**config.mk**
```make
export PLATFORM = sky130hd
export DESIGN_NAME = nacc_sequencer
export DESIGN_NICKNAME = d
export VERILOG_FILES = /design/src/rtl/nacc_sequencer.sv
export SDC_FILE = /design/constraint.sdc
export NUM_CORES = 2
export LEC_CHECK = 0
export BUFFER_PORTS_ARGS = -buffer_cell sky130_fd_sc_hd__clkbuf_2
export CELL_PAD_IN_SITES_DETAIL_PLACEMENT = 1
export CELL_PAD_IN_SITES_GLOBAL_PLACEMENT = 2
export CORE_AREA = 2 2 285 287
export DETAILED_ROUTE_END_ITERATION = 16
export DIE_AREA = 0 0 287 289
export PLACE_DENSITY_LB_ADDON = 0.1
export SLEW_MARGIN = 20
export SYNTH_ARGS = -nofsm -noshare
export SYNTH_HDL_FRONTEND = slang
export SYNTH_SLANG_ARGS = --single-unit
```
**constraint.sdc**
```tcl
create_clock -name clk -period 57.1 [get_ports clk]
set_input_delay 14.275 -clock clk [delete_from_list [all_inputs] [get_ports clk]]
set_output_delay 14.275 -clock clk [all_outputs]
set_load 0.01 [all_outputs]
```
**src/rtl/nacc_sequencer.sv**
```systemverilog
// NACC sequencer: walks the weight lanes of one neuron-accumulate through a
// single shared 32-bit adder, stalling the front of the pipe until write-back.
module nacc_sequencer #(
  parameter int LANES    = 16,
  parameter bit SATURATE = 1'b1
) (
  input  logic                  clk,
  input  logic                  reset,
  input  logic                  start,
  input  logic [1:0]            vl,
  input  logic [32*LANES-1:0]   wvr_data,
  input  logic [127:0]          svr_data,
  input  logic [31:0]           nsr_data,
  input  logic [4:0]            rd_in,
  input  logic                  flush,
  output logic                  stall,
  output logic                  busy,
  output logic [3:0]            lane_idx,
  output logic [31:0]           result,
  output logic [4:0]            result_rd,
  output logic                  result_valid,
  output logic                  overflow
);

  typedef enum logic [1:0] {
    IDLE = 2'd0,
    RUN  = 2'd1,
    DONE = 2'd2
  } state_t;

  state_t                state_r;
  logic [32*LANES-1:0]   wvr_r;
  logic [LANES-1:0]      svr_r;
  logic [4:0]            rd_r;
  logic [4:0]            n_r;
  logic [3:0]            lane_r;
  logic [31:0]           acc_r;
  logic                  sticky_r;
  logic [31:0]           result_r;
  logic [4:0]            result_rd_r;
  logic                  result_valid_r;
  logic                  overflow_r;

  logic [31:0]           weight_s;
  logic                  spike_s;
  logic [32:0]           add_s;
  logic [31:0]           acc_next_s;
  logic                  clamp_s;
  logic                  last_s;
  logic                  unused_svr_s;

  // Lanes beyond LANES are never consumed.
  assign unused_svr_s = ^{1'b0, svr_data[127:LANES]};

  // Lane count 4*(vl+1), limited to the lanes actually present.
  function automatic logic [4:0] lane_count(input logic [1:0] code);
    logic [4:0] n;
    n = {1'b0, code, 2'b00} + 5'd4;
    if (n > 5'(LANES)) begin
      lane_count = 5'(LANES);
    end else begin
      lane_count = n;
    end
  endfunction

  // Returns {clamped, sum}; the clamp bit only ever rises when SATURATE is set.
  function automatic logic [32:0] sat_add(input logic [31:0] a, input logic [31:0] b);
    logic [32:0] sum;
    sum = {a[31], a} + {b[31], b};
    if (SATURATE && (sum[32] != sum[31])) begin
      sat_add = {1'b1, (sum[32] ? 32'h8000_0000 : 32'h7FFF_FFFF)};
    end else begin
      sat_add = {1'b0, sum[31:0]};
    end
  endfunction

  // Select the current lane's weight and spike (one-hot OR mux).
  always_comb begin
    weight_s = 32'd0;
    spike_s  = 1'b0;
    for (int i = 0; i < LANES; i++) begin
      weight_s = weight_s | ((lane_r == 4'(i)) ? wvr_r[32*i +: 32] : 32'd0);
      spike_s  = spike_s  | ((lane_r == 4'(i)) & svr_r[i]);
    end
  end

  // Accumulate step for the current lane.
  always_comb begin
    add_s      = sat_add(acc_r, weight_s);
    acc_next_s = acc_r;
    clamp_s    = 1'b0;
    if (spike_s) begin
      acc_next_s = add_s[31:0];
      clamp_s    = add_s[32];
    end else begin
      acc_next_s = acc_r;
      clamp_s    = 1'b0;
    end
    last_s = ({1'b0, lane_r} == (n_r - 5'd1));
  end

  // Sequencer FSM with operand capture and registered write-back outputs.
  always_ff @(posedge clk or posedge reset) begin
    if (reset) begin
      state_r        <= IDLE;
      wvr_r          <= '0;
      svr_r          <= '0;
      rd_r           <= 5'd0;
      n_r            <= 5'd0;
      lane_r         <= 4'd0;
      acc_r          <= 32'd0;
      sticky_r       <= 1'b0;
      result_r       <= 32'd0;
      result_rd_r    <= 5'd0;
      result_valid_r <= 1'b0;
      overflow_r     <= 1'b0;
    end else begin
      case (state_r)
        IDLE: begin
          result_valid_r <= 1'b0;
          if (start && !flush) begin
            wvr_r    <= wvr_data;
            svr_r    <= svr_data[LANES-1:0];
            rd_r     <= rd_in;
            n_r      <= lane_count(vl);
            acc_r    <= nsr_data;
            lane_r   <= 4'd0;
            sticky_r <= 1'b0;
            state_r  <= RUN;
          end else begin
            state_r  <= IDLE;
          end
        end
        RUN: begin
          if (flush) begin
            lane_r  <= 4'd0;
            state_r <= IDLE;
          end else begin
            acc_r    <= acc_next_s;
            sticky_r <= sticky_r | clamp_s;
            if (last_s) begin
              // Commit on the way into DONE so the strobe lines up with the data.
              lane_r         <= 4'd0;
              result_r       <= acc_next_s;
              result_rd_r    <= rd_r;
              result_valid_r <= 1'b1;
              overflow_r     <= SATURATE & (sticky_r | clamp_s);
              state_r        <= DONE;
            end else begin
              lane_r  <= lane_r + 4'd1;
              state_r <= RUN;
            end
          end
        end
        DONE: begin
          result_valid_r <= 1'b0;
          state_r        <= IDLE;
        end
        default: begin
          result_valid_r <= 1'b0;
          lane_r         <= 4'd0;
          state_r        <= IDLE;
        end
      endcase
    end
  end

  // Stall must rise in the accepting cycle itself, so it looks at start directly.
  assign stall        = ((state_r == IDLE) & start & ~flush) | (state_r == RUN);
  assign busy         = (state_r == RUN) | (state_r == DONE);
  assign lane_idx     = (state_r == RUN) ? lane_r : 4'd0;
  assign result       = result_r;
  assign result_rd    = result_rd_r;
  assign result_valid = result_valid_r;
  assign overflow     = overflow_r;

endmodule

```
==> metrics <==
Rows 104; CP cell instances clkbuf_2 -> nand3b_1 -> nand2b_1 -> clkbuf_2; CP Max Fanout 6; post-synthesis sequential area ratio a little over half; # hold bufs at CTS 0; Slowest Stage Delay on Critical Path around 0.19 ns; sw frac approximately a third; Seq pwr share 39.4%; Crit. End Element output port; total negative slack 0 ns; Num CTS Buffers 72; ys async rst share 100%; pin count of the biggest net entering global routing about 150; Die Area about 83,000 um2; EDFF count, synth 0; Yosys Warn Count 0; GRT Total Usage 26.7%; Post-Synthesis Cells approximately 2.2k; Routed WL per cell between 20 and 30 um; Max Clk Rate approximately 34 MHz; critical path arrival around 15 ns; Yosys reg bits a little over 600; Top delay family on crit path simple AND/OR/NAND/NOR gates; total number of vias approximately 22k; Ports about 730; Die Ht 289 um; Clock transition at path regs 0.06 ns; Sinks on Clock Net a little over 600; starting density of the core about 36%; Pins Over Slew Limit 0; cell area after synthesis roughly 28,000 um2; Yosys cell types 76; GRT overflow 0; CP Data Required Time approximately 43 ns; htree depth 3; initial antenna violation count 56; RSZ-0062 raised after global routing no; CTS tree yes; setup violators final 0; number of failing hold endpoints at the final stage 0; Buf/Inv on CP 2; area of the core ~80,000 um2; post-CTS sizing 0; port buffer count ~620; Clock Root Buffer clkbuf_16; Worst slew margin 25.2%; gpl congestion between 0.8 and 0.9; detailed placer's ending HPWL around 82 mm; slowest CP cell nand3b_1; Static Leak 15.9 nW; CTS Buffer Depth 3; syn nets ~2.9k; Int Pwr slightly below 1 mW; Die Span X roughly 290 um; First DRT Iteration DRCs between 1k and 1.5k; Final min period 29.10 ns; Final nets about 3.5k; Avg Cell Area, Syn 12.8 um2; antenna viol nets, final 0; pwr dens approximately 43 nW/um2; Residual DRC 0; status complete, no violations; most frequent cells in the layout clkbuf_2, dfrtp_1, mux2_2, a221oi_1, a22o_1; vias in the first global route 23.6k; DR pass1 iterations 5; share of cells above drive strength 1 47.3%; Post-CTS Setup Bufs 0; Area growth syn-to-layout 23.0%; Post-DP Area approximately 33,000 um2; Crit path top cell by count clkbuf_2; first-pass GRT wire length approximately 160 mm; peak supply drop 0.0216 mV; Vias/cell about 5.5; Sw Pwr 508 uW; final instance area 34,900 um2; maxcap violations 0; Tcrit/Tclk final between 50% and 60%; worst hold path type flop to flop; slew of the pin with the lowest slew margin roughly 1.1 ns; commonest non-fill, non-tap cell in the layout clkbuf_2; overall routed net length about 110 mm; clock skew 0.0393 ns; Combinational Power Share a little under a third; latest clock arrival within the worst-skew pair roughly 0.64 ns; CP startpoint kind primary input; ys flop type dfrtp_1; critical path class primary input to output port; clock share of power roughly 30%
[flip-flops by register name (all words and copies together) (netlist names)]
name	cells
state_r	2
sticky_r	1
n_r	3
result	32
acc_r	32
lane_r	4
overflow	1
rd_r	5
result_valid	1
result_rd	5
wvr_r	512
svr_r	16
[per-stage QoR]
step / worst slack [ns] / power, mW / hold slack [ns] / utilization [%] / cells
6_report: 28.00 / 1.49 / 0.469 / 43.7 / 3921
3_3_place_gp: 28.00 / 1.02 / 0.447 / 40.7 / 3769
2_1_floorplan: 25.63 / 0.898 / 0.433 / - / 2218
4_1_cts: 27.99 / 1.50 / 0.473 / 43.6 / 3894
3_5_place_dp: 28.00 / 1.04 / 0.460 / 40.7 / 3769
5_1_grt: 27.94 / 1.58 / 0.501 / 43.7 / 3906
[Yosys cell counts (13+ instances only)]
master | n | area [um2]
inv_1 | 18 | 67.6
clkbuf_1 | 152 | 571
mux2_2 | 537 | 6050
ha_1 | 41 | 513
nor2_1 | 50 | 188
a21oi_1 | 77 | 385
a22oi_1 | 13 | 97.6
dfrtp_1 | 614 | 15400
a221oi_1 | 132 | 1160
and3_1 | 22 | 138
and2_1 | 14 | 87.6
xnor2_1 | 18 | 158
a21o_1 | 20 | 150
nand4_1 | 37 | 231
o21ai_0 | 69 | 345
a22o_1 | 128 | 1120
nand2_1 | 88 | 330
[path summary, 6_finish.rpt]
check | startpoint | to | slack, ns | cells after the start
setup reg to reg | lane_r[3] | acc_r[22] | 49.72 | 15
min in group asynchronous | reset | wvr_r[203] | 13.78 | 2
max in group asynchronous | reset | rd_r[3] | 40.55 | 5
setup / recovery | flush | stall | 28.00 | 4
hold / removal | result[23] | result[23] | 0.47 | 2
hold reg to reg | result[23] | result[23] | 0.47 | 2
[layer usage]
layer  routed length [um]  share of wire [%]  track usage [%]  vias to the layer above
li1                     -                  -                -                     9540
met1                47800                 43             34.6                    11300
met2                53900                 48             44.2                      609
met3                 7880                7.0             7.41                      166
met4                 2420                2.2             6.72                       54
met5                  357               0.32                0                        -
[layout make-up]
class | count | area [um2]
diodes | 27 | 67.6
clock buffers | 104 | 2080
clock inverters | 21 | 235
fillers | 8581 | 45000
inverters | 20 | 82.6
multi-input cells | 1418 | 12300
flip-flops and latches | 614 | 15400
well taps | 1060 | 1330
repair buffers | 657 | 3410
[power groups by stage]
stage | Combinational [mW] | Clock (mW) | Sequential (mW)
after floorplan | 0.326 | 0 | 0.572
after global placement | 0.435 | 0 | 0.588
after detailed placement | 0.450 | 0 | 0.594
after CTS | 0.452 | 0.466 | 0.587
after global routing | 0.496 | 0.483 | 0.599
final | 0.450 | 0.457 | 0.588
[cell families (layout without fill, tap and decap cells)]
logic type | count (synthesis) | count (layout) | share of synthesized area, %
and+or+nand+nor | 265 | 265 | 4.67
muxes | 543 | 543 | 21.5
other | 0 | 27 | 0
buffers and inverters | 186 | 802 | 2.55
DFF | 614 | 614 | 54.1
adders and majority gates | 52 | 52 | 2.24
AOI/OAI and AO/OA | 529 | 529 | 14.0
xor gates and xnor gates | 29 | 29 | 0.895
[worst min-delay path, stage by stage, from the launching register on]
cell	delay (ns)
dfrtp_1	0.34
nand2_1	0.05
nand2_1	0.05
(Power assumes the default switching activity.)
